<file path="config.mk">
export PLATFORM = sky130hd
export DESIGN_NAME = decode_stage_flat
export DESIGN_NICKNAME = d
export VERILOG_FILES = /design/src/rtl/decode_if.sv /design/src/rtl/decode_stage.sv /design/src/flat_wrapper.sv
export SDC_FILE = /design/constraint.sdc
export NUM_CORES = 2
export LEC_CHECK = 0
export ABC_AREA = 1
export CAP_MARGIN = 30
export CORE_UTILIZATION = 35
export CTS_CLUSTER_SIZE = 25
export DETAILED_ROUTE_END_ITERATION = 8
export HOLD_SLACK_MARGIN = 0.02
export MAX_ROUTING_LAYER = met4
export PLACE_DENSITY = 0.56
export SLEW_MARGIN = 20
export SYNTH_ARGS = -nofsm -noshare
export SYNTH_HDL_FRONTEND = slang
export SYNTH_SLANG_ARGS = --single-unit
</file>
<file path="constraint.sdc">
create_clock -name clk -period 2.8 [get_ports clk]
set_input_delay 0.56 -clock clk [delete_from_list [all_inputs] [get_ports clk]]
set_output_delay 0.56 -clock clk [all_outputs]
set_load 0.1 [all_outputs]
</file>
<file path="src/rtl/decode_if.sv">
// decode_if: decode-stage bundle carrying the fetch handshake, ID/EX outputs, EX result and WB write port
interface decode_if #(parameter int XLEN = 32);
  logic [31:0] instr;
  logic instr_valid, instr_ready, ex_ready;
  logic [XLEN-1:0] ex_a, ex_b, ex_result, wb_data;
  logic [2:0] ex_alu_ctrl;
  logic ex_execute, wb_we, illegal_op;
  logic [4:0] ex_rd, wb_rd;
  modport master(
    output instr, instr_valid, ex_ready, ex_result, wb_we, wb_rd, wb_data,
    input instr_ready, ex_a, ex_b, ex_alu_ctrl, ex_execute, ex_rd, illegal_op
  );
  modport slave(
    input instr, instr_valid, ex_ready, ex_result, wb_we, wb_rd, wb_data,
    output instr_ready, ex_a, ex_b, ex_alu_ctrl, ex_execute, ex_rd, illegal_op
  );
endinterface

</file>
<file path="src/rtl/decode_stage.sv">
// decode_stage: opcode decode, register file with WB write-through bypass, ID/EX pipeline register.
// DECODE_FWD_EN adds EX-result forwarding and removes the EX hazard interlock.
module decode_stage #(
  parameter int XLEN = 32,
  parameter int NUM_REGS = 32
) (
  input logic clk,
  input logic rst,
  decode_if.slave bus
);
  logic [XLEN-1:0] r_regs [NUM_REGS];
  logic [XLEN-1:0] r_ex_a, r_ex_b;
  logic [2:0] r_ex_ctrl;
  logic r_ex_exec, r_illegal;
  logic [4:0] r_ex_rd;
  logic [2:0] w_op;
  logic [4:0] w_rd, w_rs1, w_rs2;
  logic w_illegal, w_exec, w_hazard, w_ready, w_accept, w_load, w_unused;
  logic [XLEN-1:0] w_a, w_b;
  assign w_op = bus.instr[31:29];
  assign w_rd = bus.instr[28:24];
  assign w_rs1 = bus.instr[23:19];
  assign w_rs2 = bus.instr[18:14];
  assign w_illegal = w_op > 3'd4;
  assign w_exec = w_op != 3'd0 && !w_illegal;
  always_comb begin
    w_a = (w_rs1 == 5'd0) ? '0 : (bus.wb_we && bus.wb_rd == w_rs1) ? bus.wb_data : r_regs[w_rs1];
    w_b = (w_rs2 == 5'd0) ? '0 : (bus.wb_we && bus.wb_rd == w_rs2) ? bus.wb_data : r_regs[w_rs2];
`ifdef DECODE_FWD_EN
    if (w_rs1 != 5'd0 && r_ex_exec && r_ex_rd == w_rs1) w_a = bus.ex_result;
    if (w_rs2 != 5'd0 && r_ex_exec && r_ex_rd == w_rs2) w_b = bus.ex_result;
    w_hazard = 1'b0;
`else
    w_hazard = bus.instr_valid && w_exec && r_ex_exec &&
               ((w_rs1 != 5'd0 && w_rs1 == r_ex_rd) || (w_rs2 != 5'd0 && w_rs2 == r_ex_rd));
`endif
  end
`ifdef DECODE_FWD_EN
  assign w_unused = ^bus.instr[13:0];
`else
  assign w_unused = ^{bus.instr[13:0], bus.ex_result};
`endif
  assign w_ready = bus.ex_ready && !w_hazard && !rst;
  assign w_accept = bus.instr_valid && w_ready;
  assign w_load = w_accept && w_exec;
  always_ff @(posedge clk) begin
    if (rst) begin
      for (int i = 0; i < NUM_REGS; i++) r_regs[i] <= '0;
    end else if (bus.wb_we && bus.wb_rd != 5'd0) begin
      r_regs[bus.wb_rd] <= bus.wb_data;
    end
  end
  // ex_ready=0 freezes the whole ID/EX entry; the illegal pulse still clears every cycle
  always_ff @(posedge clk) begin
    if (rst) begin
      r_ex_a <= '0;
      r_ex_b <= '0;
      r_ex_ctrl <= 3'd0;
      r_ex_exec <= 1'b0;
      r_ex_rd <= 5'd0;
      r_illegal <= 1'b0;
    end else begin
      r_illegal <= w_accept && w_illegal;
      if (bus.ex_ready) begin
        r_ex_a <= w_load ? w_a : '0;
        r_ex_b <= w_load ? w_b : '0;
        r_ex_ctrl <= w_load ? w_op : 3'd0;
        r_ex_exec <= w_load;
        r_ex_rd <= w_load ? w_rd : 5'd0;
      end
    end
  end
  assign bus.instr_ready = w_ready;
  assign bus.ex_a = r_ex_a;
  assign bus.ex_b = r_ex_b;
  assign bus.ex_alu_ctrl = r_ex_ctrl;
  assign bus.ex_execute = r_ex_exec;
  assign bus.ex_rd = r_ex_rd;
  assign bus.illegal_op = r_illegal;
endmodule

</file>
<file path="src/flat_wrapper.sv">
// flat-port wrapper written by rule: the top's interface ports become plain ports
module decode_stage_flat 
#(
  parameter int XLEN = 32,
  parameter int NUM_REGS = 32
)
  (clk, rst, bus_instr, bus_instr_valid, bus_ex_ready, bus_ex_result, bus_wb_we, bus_wb_rd, bus_wb_data, bus_instr_ready, bus_ex_a, bus_ex_b, bus_ex_alu_ctrl, bus_ex_execute, bus_ex_rd, bus_illegal_op);
  decode_if #(.XLEN(XLEN)) bus_i ();
  input logic clk;
  input logic rst;
  input wire logic [$bits(bus_i.instr)-1:0] bus_instr;
  input wire logic [$bits(bus_i.instr_valid)-1:0] bus_instr_valid;
  input wire logic [$bits(bus_i.ex_ready)-1:0] bus_ex_ready;
  input wire logic [$bits(bus_i.ex_result)-1:0] bus_ex_result;
  input wire logic [$bits(bus_i.wb_we)-1:0] bus_wb_we;
  input wire logic [$bits(bus_i.wb_rd)-1:0] bus_wb_rd;
  input wire logic [$bits(bus_i.wb_data)-1:0] bus_wb_data;
  output wire logic [$bits(bus_i.instr_ready)-1:0] bus_instr_ready;
  output wire logic [$bits(bus_i.ex_a)-1:0] bus_ex_a;
  output wire logic [$bits(bus_i.ex_b)-1:0] bus_ex_b;
  output wire logic [$bits(bus_i.ex_alu_ctrl)-1:0] bus_ex_alu_ctrl;
  output wire logic [$bits(bus_i.ex_execute)-1:0] bus_ex_execute;
  output wire logic [$bits(bus_i.ex_rd)-1:0] bus_ex_rd;
  output wire logic [$bits(bus_i.illegal_op)-1:0] bus_illegal_op;
  assign bus_i.instr = bus_instr;
  assign bus_i.instr_valid = bus_instr_valid;
  assign bus_i.ex_ready = bus_ex_ready;
  assign bus_i.ex_result = bus_ex_result;
  assign bus_i.wb_we = bus_wb_we;
  assign bus_i.wb_rd = bus_wb_rd;
  assign bus_i.wb_data = bus_wb_data;
  assign bus_instr_ready = bus_i.instr_ready;
  assign bus_ex_a = bus_i.ex_a;
  assign bus_ex_b = bus_i.ex_b;
  assign bus_ex_alu_ctrl = bus_i.ex_alu_ctrl;
  assign bus_ex_execute = bus_i.ex_execute;
  assign bus_ex_rd = bus_i.ex_rd;
  assign bus_illegal_op = bus_i.illegal_op;
  decode_stage #(.XLEN(XLEN), .NUM_REGS(NUM_REGS)) u_core (.clk(clk), .rst(rst), .bus(bus_i));
endmodule
</file>
# After elaboration in Yosys (flattened, before gate mapping)
# Memories as Yosys holds them, arrays and structs flattened.
# Cells that the tools add are included.
# op_classes
magnitude_cmp	1
eq_ne	4
mux	16
n_reduce_logical	25
# ops
operator	count
2-to-1 mux 32 bit	7
OR reduction 32 bit	1
equality test 5 bit	4
nonzero test 5 bit	3
logical AND 1 bit	14
logical NOT 5 bit	2
2-to-1 mux 5 bit	2
2-to-1 mux 1 bit	6
> comparator 3 bit (second input constant)	1
logical NOT 1 bit	3
2-to-1 mux 3 bit	1
nonzero test 3 bit	1
logical OR 1 bit	1
# word_totals
n_memories	1
ramBits	1024
reg_bits	74
word_cells	53
# mem_list
memory	depth	width	read_ports	rd_ports_with_merged_regs	write_ports	line_no	source
u_core.r_regs	32	32	2	0	32	decode_stage.sv:11	logic [XLEN-1:0] r_regs [NUM_REGS];

# Longest topological paths before layout
# logic_depth
depth_word	12
mapped_depth	14
mapped_depth_nobuf	12

# Worst setup path after synthesis
# Ideal clock, no wire load.
# synth_timing
kind	register -> output
start	register u_core.r_ex_rd[2], in the netlist u_core.bus.ex_rd[2]
end	output bus_instr_ready
stages_incl_launch_ff	11
arrival_time_ns	2.168
slack_ns	0.072
path_cell_list	dfxtp_1 inv_1 nand2_1 nand2_1 nand2_1 inv_1 nand3_1 nand2_1 nand2_2 nand2_1 inv_1
# synth_between
elab_chain_cells	7
elab_cells_between_ends	9
classes_between	eq/ne (2); reduce/logical (7)
# synth_lines
element	line_no	source
from (decl)	decode_stage.sv:15	logic [4:0] r_ex_rd;
from (signal assigned)	decode_stage.sv:69	r_ex_rd <= w_load ? w_rd : 5'd0;
equality test 5 bit	decode_stage.sv:35	((w_rs1 != 5'd0 && w_rs1 == r_ex_rd) || (w_rs2 != 5'd0 && w_rs2 == r_ex_rd));
logical AND 1 bit	decode_stage.sv:35	
logical OR 1 bit (*)	decode_stage.sv:35	
logical AND 1 bit (*)	decode_stage.sv:34	w_hazard = bus.instr_valid && w_exec && r_ex_exec &&
logical NOT 1 bit (*)	decode_stage.sv:43	assign w_ready = bus.ex_ready && !w_hazard && !rst;
logical AND 1 bit (*) (2 in a row)	decode_stage.sv:43	
to (decl)	flat_wrapper.sv:18	output wire logic [$bits(bus_i.instr_ready)-1:0] bus_instr_ready;
# Mark *: on every way between the ends. The rest lies on a longest branch, timed or not.

# Worst setup path after layout
# Ends and elaborated chain as after synthesis.

==> results summary <==
The flow ran to the end, and the final reports show no timing, DRC or antenna violations. The areal power density over the cells came out at 579 nW/um^2. In the routed design, unresolved DRC markers number 0. The fraction of layout instances using a drive strength above 1 came out at 12.0%. After global routing the overflow that remains totals 0. The worst hold path terminates at u_core.bus.ex_rd[3]. The maximum number of pins on one net before global-route repair is 120. The number of DRC markers in iteration 0 came out at 8829. Yosys attributes the largest share of cell area to edfxtp_1 (50%), nand2_1 (13%), nand3_1 (9.2%). The quantity of I/O buffers inserted on ports came out at 134. Counting flops with a built-in enable in the synthesized netlist gives 1024. The final antenna-violating net count is 0. The leakage power of the design is 31.4 nW. The master of the slowest instance on the critical path is dfxtp_4. The critical path contains buffers and inverters numbering 4 combined. For this design the top-level I/O count stands at 181. The number of sinks on the clock net is 1098. The overall die width came out at 422 um. The number of max-slew violations in the final report is 0.

The worst path required time came out at 2.24 ns. The family of cells with the greatest summed delay on the critical path is simple AND/OR/NAND/NOR gates. The post-layout total power is 42.6 mW.

The count of state elements after synthesis is 1098. The clock buffer count from CTS is 130. Summing the sequential cell areas from Yosys gives 52.2% of the chip area. The layout has 17200 filler cells.

The detailed-routing iteration count for the pre-antenna-repair pass came out at 9. The die covers 178000 sq um. The final route contains 58400 vias. The number of warnings issued by yosys is 0. The clock tree from TritonCTS is built. The final weighted congestion in routability-driven placement came out at 0.960. The class of the tightest hold or removal check is input port to register. The floorplan step defined a core boundary enclosing 175000 sq um. The number of levels in the clock H-tree is 4.

The biggest fanout along the worst timing path is 3. Counting distinct cell types in the post-synthesis netlist gives 37. The worst-case IR drop observed on VDD is 0.000530 V. The headroom to the max-slew limit came out at 48.0%.

The synthesized instance count came out at 7855. The initial antenna violation count is 8. The transition time of the tightest slew-check pin came out at 0.780 ns. The combined global-route utilization of all metal layers is 30.0%. The number of global-route vias before repair is 53500. The largest stage delay on the critical path came out at 0.37 ns. Setup repair after global routing left no endpoint under its margin. The time the worst path needs with I/O delays and setup is 2.75 ns. The hold violation total from the final report was 0.

Clock latency on the worst-skew pair, taken at its later pin, is 0.78 ns. The fraction of registers with async set or reset after synthesis came out at 0%. The worst setup path is captured at an output port.

The wire length of the first global-routing pass is 377000 um. The number of buffers on the longest clock path is 3. The setup TNS came out at 0 ns.

The routed wirelength normalized by instance count is 25.6 um. The endpoint arrival time on the critical path is 2.19 ns. The reported max-cap violation count is 0. The average via count per standard cell came out at 5.59. In this run the critical register-to-register path is captured at u_core.bus.ex_a[14]. The critical path in this run is classified as register to output port.

The overall routed net length is 267000 um. In the synthesized netlist the dominant register cell turns out to be edfxtp_1. The post-CTS clock slew at the launch and capture registers of the worst setup and hold paths came out at 0.06 ns. The row count is 153. The half-perimeter wire length after placement is 171000 um. The combined area of all synthesized cells came out at 61700 sq um. The critical path startpoint category is a register. The minimum setup slack among reg-to-reg paths came out at 0.74 ns. At the end of the flow, the number of nets in the layout was 8113. The startpoint of the worst register-to-register path is u_core.bus.ex_rd[2].

The placed instances occupy a cell area of 69200 sq um. The average instance in the mapped netlist occupies 7.86 sq um. CTS placed an instance of clkbuf_16 at the clock tree root. The cell total after placement came out at 10200. The signed area change from the synthesized netlist to the final layout came out at 19.0%.

The length in cells of the worst reg-to-reg path is 13. The total of endpoints with negative setup slack in the final report came out at 0. The worst-case hold slack came out at 0.0807 ns. The non-filler instance count after layout is 10400. The highest clock frequency the design can meet came out at 0.364 GHz. The final worst-path cycle share came out at 98.1%. Between clock sinks in the finished design, the worst skew comes to 0.0244 ns.

The startpoint identified for the worst hold timing path is rst. Walking the worst path, the cells encountered are buf_8 -> nand2_1 -> nand2_1 -> nand2_1 -> inv_1 -> nand3_2 -> nand2_4 -> nand2_4 -> nand2_4 -> inv_2 -> buf_12. edfxtp_1 takes more of the synthesized area than any other cell. The top-area cell type share of the netlist area is 49.8%. The design area is 73500 sq um.

The die span in y came out at 422 um. The initial core utilization came out at 35.4%. The cell depth of the worst min-delay path came out at 2.
## how the worst max path moves through the flow
| stage | cells past startpoint | to | start | slack [ns] |
|---|---|---|---|---|
| final | 11 | bus_instr_ready | u_core.bus.ex_rd[2] | 0.05 |
| after CTS | 10 | bus_instr_ready | u_core.bus.ex_rd[1] | 0.0005 |
| after detailed placement | 13 | u_core.bus.ex_a[14] | bus_instr[15] | -0.08 |
| after global placement | 11 | bus_instr_ready | bus_instr[15] | -0.09 |
| after global routing | 11 | bus_instr_ready | u_core.bus.ex_rd[2] | 0.008 |
| after floorplan | 10 | bus_instr_ready | u_core.bus.ex_rd[2] | 0.07 |
## registers in the layout, indices dropped and copies added, names as in the netlist
name	count
u_core.r_regs	1024
u_core.bus.ex_a	32
u_core.bus.ex_execute	1
u_core.bus.ex_alu_ctrl	3
u_core.bus.ex_b	32
u_core.bus.illegal_op	1
u_core.bus.ex_rd	5
## area by class of cell
cell class	count	area, sq um	area share, %
Timing Repair Buffer	641	7360	10.0
Clock inverter	57	474	0.645
Multi-Input combinational cell	5400	24000	32.7
Sequential cell	1098	32200	43.9
Clock buffer	176	3670	4.99
Inverter	735	2800	3.81
Antenna cell	3	7.51	0.0102
Tap cell	2325	2910	3.96
## synthesized netlist by cell type (2+ instances only)
cell type  number
nand2_1      2122
nor2_1       1272
nand3_1      1139
edfxtp_1     1024
inv_1         725
buf_2         302
clkbuf_1      268
a21oi_1       228
o21ai_0       223
o211ai_1      211
dfxtp_1        74
buf_1          50
or2_2          41
a21oi_2        39
nand3_2        37
buf_4          19
nand3b_1       14
buf_6          11
nor3_1          8
o21ai_1         7
inv_2           6
o22ai_1         4
buf_8           3
inv_4           3
nor2_4          3
nor2_8          3
xor2_1          3
nand2_2         2
nand3_4         2
nand4_1         2
nor2_2          2
nor3_2          2
xnor2_1         2
## cell usage in the layout, fill, tap and decap left out, types with 14 or more instances in the layout
cell type | Yosys | final
nor2_1 | 1272 | 1271
clkinv_1 | 1 | 29
nand3_2 | 37 | 40
nand3b_1 | 14 | 14
clkbuf_16 | 0 | 138
conb_1 | 1 | 32
clkinv_2 | 0 | 18
edfxtp_1 | 1024 | 1024
or2_2 | 41 | 41
inv_1 | 725 | 721
nand2_2 | 2 | 55
clkbuf_1 | 268 | 31
nand2_1 | 2122 | 2066
a21oi_2 | 39 | 39
buf_12 | 0 | 191
buf_4 | 19 | 391
clkdlybuf4s50_1 | 0 | 48
o21ai_0 | 223 | 223
a21oi_1 | 228 | 228
o211ai_1 | 211 | 211
nand3_1 | 1139 | 1136
dfxtp_1 | 74 | 69
## worst register-to-register path, cell delays in order (launching register included)
cell and delay [ns]:
dfxtp_4 0.36, buf_8 0.14, nand2_1 0.07, nand2_1 0.05, nand2_1 0.05, inv_1 0.06
nand3_2 0.11, nand2_4 0.12, nand2_4 0.12, nand3_4 0.16, nor2_8 0.16, buf_12 0.23
nand3_2 0.23, a21oi_2 0.15
## per-stage QoR
| step | utilization, % | worst slack (ns) |
|---|---|---|
| 2_1_floorplan | - | 0.0723 |
| 3_3_place_gp | 39.7 | -0.0915 |
| 3_5_place_dp | 39.7 | -0.0768 |
| 4_1_cts | 42.1 | 0.000481 |
| 5_1_grt | 42.1 | 0.00817 |
| 6_report | 42.1 | 0.0522 |
## where the power goes
group / total (mW) / internal (mW) / switching, mW
combinational: 6.47 / 1.95 / 4.52
clock: 16.9 / 9.87 / 7.07
sequential: 19.2 / 18.8 / 0.392
total: 42.6 / 30.6 / 12.0
## metal layers
metal	global-route usage, %	routed length (um)	up-vias
met3	5.90	31300	731
li1	-	-	25900
met4	14.2	14000	0
met2	44.7	118000	3740
met1	39.0	104000	28000
met5	-	0	-
## what timing repair did
item,CTS,global route
buffers inserted,1,0
gates resized for setup,13,9
endpoints found under the setup margin,1,1
pin swaps,1,4
hold buffers,0,0
## kinds of logic after synthesis
group	count (synthesis)	share of synthesized area (%)
compound gates	713	6.89
xor+xnor	5	0.0710
fa+ha+maj	1	0.0203
buf+inv	1388	9.37
flops	1098	52.2
other cells	1	0.00608
simple gates	4649	31.4
Note: power is estimated with default switching activity, not from simulation.
